$ cat src/rtl/apb_pkg.sv
// Shared APB master types and default parameters.
// The state enum and the watchdog width helper are used by apb_master and apb_wdog.
package apb_pkg;

   localparam int unsigned DEF_DWIDTH  = 8;
   localparam int unsigned DEF_AWIDTH  = 8;
   localparam int unsigned DEF_TIMEOUT = 16;

   typedef enum logic [1:0] {
      IDLE   = 2'd0,
      SETUP  = 2'd1,
      ACCESS = 2'd2
   } apb_state_e;

   // Wide enough to hold TIMEOUT itself; a disabled watchdog keeps one bit.
   function automatic int unsigned wdog_width(input int unsigned timeout);
      return (timeout == 0) ? 1 : $clog2(timeout + 1);
   endfunction

endpackage

$ cat src/rtl/apb_wdog.sv
// ACCESS-phase wait counter: cleared in SETUP, counts stalled ACCESS cycles.
// expired flags the stalled cycle that brings the count to TIMEOUT (never when TIMEOUT is 0).
module apb_wdog
   import apb_pkg::*;
#(
   parameter int unsigned TIMEOUT = DEF_TIMEOUT
) (
   input  logic clk,
   input  logic rst,
   input  logic clear,
   input  logic enable,
   output logic expired
);

   localparam int unsigned CW = wdog_width(TIMEOUT);
   localparam logic [CW-1:0] LIMIT    = CW'(TIMEOUT);
   localparam logic [CW-1:0] LIMIT_M1 = CW'(TIMEOUT - 1);

   logic [CW-1:0] cnt_q, cnt_d;
   logic          at_last;

   always_comb begin
      at_last = 1'b0;
      if (TIMEOUT != 0) begin
         at_last = (cnt_q == LIMIT_M1);
      end
      expired = enable && at_last;

      cnt_d = cnt_q;
      if (clear) begin
         cnt_d = '0;
      end else if (enable && (TIMEOUT != 0) && (cnt_q != LIMIT)) begin
         cnt_d = cnt_q + 1'b1;
      end
   end

   always_ff @(posedge clk) begin
      if (rst) begin
         cnt_q <= '0;
      end else begin
         cnt_q <= cnt_d;
      end
   end

endmodule

$ cat src/rtl/apb_master.sv
// Single-outstanding APB master: command handshake in, IDLE/SETUP/ACCESS sequencing, one-cycle response pulse out.
// Every output is a flop; APB inputs only steer next-state logic.
module apb_master
   import apb_pkg::*;
#(
   parameter int unsigned DWIDTH  = DEF_DWIDTH,
   parameter int unsigned AWIDTH  = DEF_AWIDTH,
   parameter int unsigned TIMEOUT = DEF_TIMEOUT
) (
   input  logic              PCLK,
   input  logic              PRESET,
   input  logic              cmd_valid,
   output logic              cmd_ready,
   input  logic              cmd_write,
   input  logic [AWIDTH-1:0] cmd_addr,
   input  logic [DWIDTH-1:0] cmd_wdata,
   output logic              rsp_valid,
   output logic [DWIDTH-1:0] rsp_rdata,
   output logic              rsp_err,
   output logic              PSEL,
   output logic              PENABLE,
   output logic              PWRITE,
   output logic [AWIDTH-1:0] PADDR,
   output logic [DWIDTH-1:0] PWDATA,
   input  logic [DWIDTH-1:0] PRDATA,
   input  logic              PREADY,
   input  logic              PSLVERR
);

   apb_state_e        state_q, state_d;
   logic              cmd_ready_q, cmd_ready_d;
   logic              psel_q, psel_d;
   logic              penable_q, penable_d;
   logic              pwrite_q, pwrite_d;
   logic [AWIDTH-1:0] paddr_q, paddr_d;
   logic [DWIDTH-1:0] pwdata_q, pwdata_d;
   logic              rsp_valid_q, rsp_valid_d;
   logic [DWIDTH-1:0] rsp_rdata_q, rsp_rdata_d;
   logic              rsp_err_q, rsp_err_d;

   logic wdog_clear, wdog_enable, wdog_expired;

   apb_wdog #(
      .TIMEOUT(TIMEOUT)
   ) u_wdog (
      .clk     (PCLK),
      .rst     (PRESET),
      .clear   (wdog_clear),
      .enable  (wdog_enable),
      .expired (wdog_expired)
   );

   always_comb begin
      state_d     = state_q;
      pwrite_d    = pwrite_q;
      paddr_d     = paddr_q;
      pwdata_d    = pwdata_q;
      rsp_valid_d = 1'b0;
      rsp_rdata_d = rsp_rdata_q;
      rsp_err_d   = rsp_err_q;

      wdog_clear  = (state_q == SETUP);
      wdog_enable = (state_q == ACCESS) && !PREADY;

      case (state_q)
         IDLE: begin
            // The address/control flops double as the command latch, so they hold through IDLE.
            if (cmd_valid && cmd_ready_q) begin
               pwrite_d = cmd_write;
               paddr_d  = cmd_addr;
               pwdata_d = cmd_wdata;
               state_d  = SETUP;
            end
         end
         SETUP: begin
            state_d = ACCESS;
         end
         ACCESS: begin
            if (PREADY) begin
               state_d     = IDLE;
               rsp_valid_d = 1'b1;
               rsp_err_d   = PSLVERR;
               rsp_rdata_d = (pwrite_q || PSLVERR) ? '0 : PRDATA;
            end else if (wdog_expired) begin
               state_d     = IDLE;
               rsp_valid_d = 1'b1;
               rsp_err_d   = 1'b1;
               rsp_rdata_d = '0;
            end
         end
         default: begin
            state_d = IDLE;
         end
      endcase

      // Outputs are registered copies of what the next state implies.
      cmd_ready_d = (state_d == IDLE);
      psel_d      = (state_d != IDLE);
      penable_d   = (state_d == ACCESS);
   end

   always_ff @(posedge PCLK) begin
      if (PRESET) begin
         state_q     <= IDLE;
         cmd_ready_q <= 1'b0;
         psel_q      <= 1'b0;
         penable_q   <= 1'b0;
         pwrite_q    <= 1'b0;
         paddr_q     <= '0;
         pwdata_q    <= '0;
         rsp_valid_q <= 1'b0;
         rsp_rdata_q <= '0;
         rsp_err_q   <= 1'b0;
      end else begin
         state_q     <= state_d;
         cmd_ready_q <= cmd_ready_d;
         psel_q      <= psel_d;
         penable_q   <= penable_d;
         pwrite_q    <= pwrite_d;
         paddr_q     <= paddr_d;
         pwdata_q    <= pwdata_d;
         rsp_valid_q <= rsp_valid_d;
         rsp_rdata_q <= rsp_rdata_d;
         rsp_err_q   <= rsp_err_d;
      end
   end

   assign cmd_ready = cmd_ready_q;
   assign PSEL      = psel_q;
   assign PENABLE   = penable_q;
   assign PWRITE    = pwrite_q;
   assign PADDR     = paddr_q;
   assign PWDATA    = pwdata_q;
   assign rsp_valid = rsp_valid_q;
   assign rsp_rdata = rsp_rdata_q;
   assign rsp_err   = rsp_err_q;

endmodule

$ cat config.mk
export PLATFORM = sky130hd
export DESIGN_NAME = apb_master
export DESIGN_NICKNAME = d
export VERILOG_FILES = /design/src/rtl/apb_pkg.sv /design/src/rtl/apb_wdog.sv /design/src/rtl/apb_master.sv
export SDC_FILE = /design/constraint.sdc
export NUM_CORES = 1
export LEC_CHECK = 0
export CAP_MARGIN = 20
export CORE_MARGIN = 8
export CORE_UTILIZATION = 30
export CTS_BUF_LIST = sky130_fd_sc_hd__clkbuf_2
export CTS_CLUSTER_DIAMETER = 60
export DETAILED_ROUTE_END_ITERATION = 7
export SLEW_MARGIN = 10
export SYNTH_ARGS = -nofsm -noshare
export SYNTH_HDL_FRONTEND = slang
export SYNTH_HIERARCHICAL = 1
export SYNTH_SLANG_ARGS = --single-unit
$ cat constraint.sdc
create_clock -name PCLK -period 2.11 [get_ports PCLK]
set_input_delay 0.422 -clock PCLK [delete_from_list [all_inputs] [get_ports PCLK]]
set_output_delay 0.422 -clock PCLK [all_outputs]
set_load 0.005 [all_outputs]
After elaboration in Yosys (flattened, before gate mapping)
Cells that the tools add are included.

word-level totals
  flip-flop bits (word level) = 37
  input bits = 30
  word-level logic and storage cells = 43

operators by class
  add/subtract/negate cells = 1
  eq/ne operators = 5
  multiplexer cells = 11
  bitwise logic cells = 1
  reduce and logical (&&, ||, !) cells = 14

operators by type and width
  kind                                            number
  two-way mux 8 bit                               3
  two-way mux 2 bit                               3
  one-hot mux 2 bit (3 select lines)              1
  adder 5 x 1 -> 5 bit (second input constant)    1
  == test 5 x 4 -> 1 bit (second input constant)  1
  inequality test 5 bit (second input constant)   1
  == test 2 bit (second input constant)           2
  logical AND 1 bit                               4
  zero test 2 bit                                 2
  two-way mux 1 bit                               4
  AND reduction 2 bit                             2
  nonzero test 2 bit                              2
  OR reduction 2 bit                              2
  == test 2 x 1 -> 1 bit (second input constant)  1
  zero test 1 bit                                 1
  logical OR 1 bit                                1
  NOT 1 bit                                       1

Longest topological paths before layout
Gate-level depths: netlist of the first run.

  depth after elaboration = 7
  depth in mapped cells = 8
  mapped depth without buffers = 7

Cells and area by module
Netlist of the first run, hierarchy kept.

modules (own cells, without submodules)
  module      instances  cells an instance  area an instance (µm²)  sequential area each (µm²)
  apb_master  1          99                 1109.8                  640.6
  apb_wdog    1          31                 286.5                   100.1

Worst setup path before layout of the first run
Ideal clock, no wire load.

  path type = reg2reg
  from = reg u_wdog.cnt_q[0]
  to = reg cmd_ready_q (netlist: cmd_ready)
  library setup time = 0.115 ns
  data arrival time = 1.606 ns
  required time = 1.995 ns
  slack = 0.389 ns
  stages on the path, launching flop included = 8
  clock period less this slack = 1.721 ns
  path through = dfxtp_1 -> ha_1 -> and3_1 -> ha_1 -> and2_1 -> nor2_1 -> a21oi_1 -> and2_1

between the ends
  word-level cells in the longest chain between the ends = 6

ends and longest elaborated chain
  what                                RTL line           RTL
  from (decl)                         apb_wdog.sv:19     logic [CW-1:0] cnt_q, cnt_d;
  from (signal assigned)              apb_wdog.sv:41     cnt_q <= cnt_d;
  == test 5 x 4 -> 1 bit              apb_wdog.sv:25     at_last = (cnt_q == LIMIT_M1);
  logical AND 1 bit                   apb_wdog.sv:27     expired = enable && at_last;
  via wdog_expired                    apb_master.sv:41   logic wdog_clear, wdog_enable, wdog_expired;
  two-way mux 2 bit                   apb_master.sv:84   end else if (wdog_expired) begin
  two-way mux 2 bit                   apb_master.sv:79   if (PREADY) begin
  one-hot mux 2 bit (3 select lines)  apb_master.sv:65   case (state_q)
  zero test 2 bit                     apb_master.sv:97   cmd_ready_d = (state_d == IDLE);
  to (signal assigned)                apb_master.sv:116  cmd_ready_q <= cmd_ready_d;
  to (decl)                           apb_master.sv:31   logic cmd_ready_q, cmd_ready_d;

The timed path passes the listed nets, and every way through them passes these cells.
A chain may end at the register's enable or synchronous reset.

Final worst setup path of the first run
  from = reg u_wdog.cnt_q[0]
  to = reg rsp_err_q (netlist: rsp_err)

between the ends
  word-level cells in the longest chain between the ends = 4

ends and longest elaborated chain
  what                           RTL line           RTL
  == test 5 x 4 -> 1 bit         apb_wdog.sv:25
  logical AND 1 bit              apb_wdog.sv:27
  via wdog_expired               apb_master.sv:41
  nonzero test 2 bit (no line)   n/a
  AND reduction 2 bit (no line)  n/a
  to (signal assigned)           apb_master.sv:124  rsp_err_q <= rsp_err_d;
  to (decl)                      apb_master.sv:39   logic rsp_err_q, rsp_err_d;

The timed path passes the listed nets, and every way through them passes these cells.

==> impl_metrics.ini, run 1 <==
[status]
outcome = finished clean

[final_layout]
syn_to_final_growth_pct = 48.0
final_cell_mix = clkdlybuf4s50_1 (59), dfxtp_1 (37), a22o_1 (17)
finish.instance_area_um2 = 2070
fill_cells = 438
n_antenna_cell = 0
final_common_cell = clkdlybuf4s50_1
num-nets-final = 227
drive_above_1_share_pct = 8.76

[routing]
vias = 1165
drc = 0
routedWlPerCell_um = 14.9
first_iter_violations = 41
dr.pass1.iters = 4
vias_per_cell = 4.70
wl_um = 3690
ant_nets = 0

[worst_setup_path]
reg2reg_to = rsp_err$_SDFFE_PP0P_
cp_num_buf_inv = 0
required_ps = 2380
r2r_slack_ps = 360
worstSetupPathType = register to register
critical_path.cell_chain = ha_1 -> and3_1 -> ha_1 -> and2_1 -> or2_1 -> a21oi_1 -> a311oi_1
max_stage_delay_ps = 380
endpoint_kind = register
worst_path_dominant_cell_family = simple AND/OR/NAND/NOR gates
r2r-start = u_wdog/cnt_q[0]$_SDFFE_PP0P_
rr_worst_depth = 7
crit_path_top_delay_cell = dfxtp_1
cp-start-kind = register
worst-path-max-fanout = 9
critPathMostFrequentCell = ha_1
critical_path_arrival_ps = 2020

[sta]
max_slew_margin_pct = 65.0
rsz0062_at_grt = no
worstMarginPinSlew_ps = 525
hold_viol = 0
setup_viol = 0
final.period_utilization_pct = 83.1
slew_violations = 0
period_needed_ps = 1750
fmax_mhz = 570
finalSetupTns_ps = 0
fin_skew_ps = 7.47

[clocking]
cts_sinks = 37
clk_pin_slew_ps = 170
numCtsBuffers = 5
cts_resized = 0
clockRootBuffer = clkbuf_2
cts_tree = built
postCtsSetupBuffers = 0
clk_latency_ps = 370
clk_path_buf_depth = 2
cts-hold-fix-buffers = 0
cts-htree-levels = 2

[power_and_ir_drop]
pwr-share-seq_pct = 61.0
vdd_drop_max_uv = 310
pwr_density_cell_nw_per_um2 = 587
p_comb_share_pct = 14.6
p_leak_nw = 0.772
internal_power_w = 0.000914
p_switching_w = 0.000300
p_clk_share_pct = 24.4
swShare_pct = 24.7

[global_routing]
met3_usage_pct = 4.55
grt_start_max_net_pins = 20
grt-ovfl-total = 0
grt_pass1_wl_um = 5910
grt_usage_pct = 10.2
antenna_found_initial = 0
busiest_layer = met2
grt_util_met2_pct = 16.8
grt_use_met1_pct = 11.2
grt_pass1_vias = 1238

[floorplanning]
num_rows = 25
coreArea_um2 = 4600
io_pins = 60
fp.dieW_um = 84.2
start_util_pct = 30.4
die_h_um = 84.2
dieArea_um2 = 7090

[yosys]
syn-num-nets = 163
ys_ff_latch = 37
yosysSeqAreaShare_pct = 53.0
synth-edff-count = 0
synth.distinct_cells = 32
synth_area_um2 = 1400
synth_top_flop_cell = dfxtp_1
syn_avg_cell_area_um2 = 10.7
async_flop_share_pct = 0
synthCells = 130
synth_warnings = 6

[hold_path]
hold_end = rsp_rdata[1]$_SDFFE_PP0P_
hp-class = register to register
hold_depth = 2
min-delay-start = rsp_rdata[1]$_SDFFE_PP0P_

[run]
maxCapViolCount = 0

[placed_design]
gp_congestion = 0.736
io_buffers = 59
placedInstanceArea_um2 = 2030
## area by class of cell
cell class | instances | area (um2) | share of cell area (%)
tap | 54 | 67.6 | 3.27
inverter | 4 | 15.0 | 0.726
multi-input combinational | 82 | 582 | 28.1
clock buffer | 6 | 30.0 | 1.45
timing repair buffer | 64 | 628 | 30.4
sequential | 37 | 741 | 35.8
clock inverter | 1 | 3.75 | 0.182
## Yosys cell counts, types with 3 or more instances
cell / instances / share of area [%]
a21oi_1: 10 / 3.6
nand2_1: 6 / 1.6
dfxtp_1: 37 / 53
inv_1: 4 / 1.1
o21ai_0: 9 / 3.2
a22o_1: 17 / 11
nand4_1: 9 / 4.0
ha_1: 3 / 2.7
nor2_1: 6 / 1.6
## stage by stage
stage	total power, W	std cells	utilization [%]	worst slack (ps)	hold slack [ps]
floorplan	0.000818	130	-	389	466
global placement	0.000931	241	44.2	260	459
detailed placement	0.000936	241	44.2	197	467
CTS	0.00124	248	45.0	308	489
global route	0.00128	248	45.0	185	501
finish	0.00121	248	45.0	356	485
## power by group through the flow
stage / Clock [W] / Combinational (W) / Sequential, W
final: 0.000296 / 0.000178 / 0.000740
after CTS: 0.000314 / 0.000182 / 0.000741
after global routing: 0.000341 / 0.000193 / 0.000744
after detailed placement: 0 / 0.000181 / 0.000755
after floorplan: 0 / 0.0000629 / 0.000756
after global placement: 0 / 0.000177 / 0.000754
## worst max-delay path by stage
stage	from	end	cells after the start
after CTS	cmd_ready$_SDFF_PP0_	cmd_ready	1
final	u_wdog/cnt_q[0]$_SDFFE_PP0P_	rsp_err$_SDFFE_PP0P_	7
after detailed placement	PREADY	rsp_err$_SDFFE_PP0P_	6
after floorplan	u_wdog/cnt_q[0]$_SDFFE_PP0P_	cmd_ready$_SDFF_PP0_	7
after global routing	u_wdog/cnt_q[1]$_SDFFE_PP0P_	rsp_rdata[4]$_SDFFE_PP0P_	8
after global placement	PREADY	rsp_err$_SDFFE_PP0P_	6
## routing by layer
layer | wire length [um] | part of all wire, %
met5 | 0 | 0
met4 | 63 | 1.7
met3 | 268 | 7.3
met2 | 1720 | 47
met1 | 1630 | 44
## kinds of logic (layout without fill, tap and decap cells)
kind of cell	Yosys count	count (layout)	synth area share, %
and+or+nand+nor	35	35	15.7
AOI/OAI and AO/OA	40	40	20.6
muxes	2	2	1.43
DFF	37	37	53.0
xor gates and xnor gates	2	2	1.25
buffers and inverters	11	75	5.29
adders and majority gates	3	3	2.69
## state kept, by name, indices dropped and copies added, names as in the netlist
name / flops
PADDR: 8
PENABLE: 1
PSEL: 1
PWDATA: 8
PWRITE: 1
cmd_ready: 1
rsp_err: 1
rsp_rdata: 8
rsp_valid: 1
state_q: 2
u_wdog/cnt_q: 5
## worst reg2reg max path, stage by stage, from the launching register on
cell and delay, ps:
dfxtp_1 380, ha_1 220, and3_1 180, ha_1 170, and2_1 150, or2_1 320
a21oi_1 180, a311oi_1 60
Note: power is estimated with default switching activity, not from simulation.
==> run 2: changes to the inputs <==
- clock period: 2.11 -> 1.7 ns (I/O delays scaled with it)
==> impl_metrics.ini, run 2 (synthesis results as in run 1) <==
[status]
outcome = finished clean

[clocking]
clk_latency_ps = 360
clockRootBuffer = clkbuf_2
cts_tree = built
cts_sinks = 37
clk_path_buf_depth = 2
cts-hold-fix-buffers = 0
cts-htree-levels = 2
numCtsBuffers = 5
clk_pin_slew_ps = 180

[global_routing]
grt_usage_pct = 10.9
grt_start_max_net_pins = 19
grt_pass1_vias = 1400
grt-ovfl-total = 0
grt_pass1_wl_um = 6410
antenna_found_initial = 0

[final_layout]
drive_above_1_share_pct = 18.1
final_cell_mix = clkdlybuf4s50_1 (58), dfxtp_1 (32), a22o_1 (17)
num-nets-final = 237
syn_to_final_growth_pct = 56.3
final_common_cell = clkdlybuf4s50_1
fill_cells = 415
stdcell_count = 258
n_antenna_cell = 0

[worst_setup_path]
endpoint_kind = register
r2r-start = u_wdog/cnt_q[0]$_SDFFE_PP0P_
worstSetupPathType = register to register
required_ps = 1960
rr_worst_depth = 8
cp-endpoint = cmd_ready$_SDFF_PP0_
critical_path_arrival_ps = 1870
worst-path-max-fanout = 4
r2r_slack_ps = 90
cp-start-kind = register
crit_start = u_wdog/cnt_q[0]$_SDFFE_PP0P_
reg2reg_to = cmd_ready$_SDFF_PP0_

[floorplanning]
die_h_um = 84.2
start_util_pct = 30.4
fp.dieW_um = 84.2
dieArea_um2 = 7090
num_rows = 25
io_pins = 60
coreArea_um2 = 4600

[routing]
dr.pass1.iters = 4
ant_nets = 0
wl_met3_um = 461
vias = 1257
drc = 0
wl_met2_um = 1660
vias_per_cell = 4.87
routedWlPerCell_um = 14.5
wl_met1_um = 1590
first_iter_violations = 57
maxUsedRoutingLayer = met4
wl_um = 3730

[sta]
finalSetupTns_ps = 0
worst_slack_ps = 86.3
final.period_utilization_pct = 94.9
rsz0062_at_grt = no
fin_skew_ps = 15.9
period_needed_ps = 1610
max_slew_margin_pct = 83.3
fmax_mhz = 620
setup_viol = 0
slew_violations = 0
hold_viol = 0
worstMarginPinSlew_ps = 250

[run]
maxCapViolCount = 0

[power_and_ir_drop]
p_leak_nw = 0.840
pwr_density_cell_nw_per_um2 = 699
fin_total_pwr_w = 0.00153
vdd_drop_max_uv = 386

[placed_design]
io_buffers = 59
dp_hpwl_um = 2860
gp_congestion = 0.753
dp_cells = 249
pre_cts_slack_ps = -74.4

[hold_path]
hp-class = register to register
## run 2: metal layers
metal	track usage, %	vias to the layer above
met5	0	-
met4	4.08	0
met3	7.36	2
met2	16.4	52
met1	11.9	581
li1	-	622
## run 2: what timing repair did
item                       CTS  global route
gates resized for setup      2            10
setup endpoints to repair    3            14
gates cloned                 0             1
pin swaps                    0             2
setup buffers                0             1
## run 2: area by class of cell
class                   instances  area, um2  area share, %
flip-flops and latches         37        747           34.2
inverters                       4       15.0          0.688
well taps                      54       67.6           3.10
multi-input cells              82        599           27.5
clock buffers                   6       30.0           1.38
clock inverters                 1       3.75          0.172
repair buffers                 74        719           33.0
## run 2: worst min-delay path by stage
stage / cells after the start / from / to / slack [ps]
after floorplan: 1 / PRESET / rsp_err$_SDFFE_PP0P_ / 410
after global placement: 1 / PWDATA[3]$_SDFFE_PP0P_ / PWDATA[3]$_SDFFE_PP0P_ / 460
after detailed placement: 1 / PWDATA[5]$_SDFFE_PP0P_ / PWDATA[5]$_SDFFE_PP0P_ / 470
after CTS: 3 / PRDATA[7] / rsp_rdata[7]$_SDFFE_PP0P_ / 490
after global routing: 3 / PRDATA[6] / rsp_rdata[6]$_SDFFE_PP0P_ / 490
final: 2 / rsp_rdata[2]$_SDFFE_PP0P_ / rsp_rdata[2]$_SDFFE_PP0P_ / 490
## run 2: critical path, stage by stage, from the launching register on
cell	delay, ps
dfxtp_2	350
ha_2	180
and3_1	180
ha_2	160
and2_4	160
nor2_4	120
a21oi_1	80
buf_4	140
and2_1	150
## run 2: report_power, final
part	leakage [nW]	switching (W)	internal, W
sequential	0.302	0.0000194	0.000901
combinational	0.511	0.0000882	0.000158
clock	0.0265	0.000263	0.0000964
## run 2: stage by stage
| stage | hold slack [ps] | area, um2 | util [%] |
|---|---|---|---|
| floorplan | 412 | 1400 | - |
| global placement | 461 | 2110 | 45.9 |
| detailed placement | 466 | 2110 | 45.9 |
| CTS | 488 | 2150 | 46.7 |
| global route | 492 | 2180 | 47.5 |
| finish | 489 | 2180 | 47.5 |
==> run 3: changes to the inputs <==
- CTS_CLUSTER_DIAMETER: 60 -> default
- SLEW_MARGIN: 10 -> default
==> results of run 3 <==
The final DEF is identical to that of run 2; final timing and power are the same.
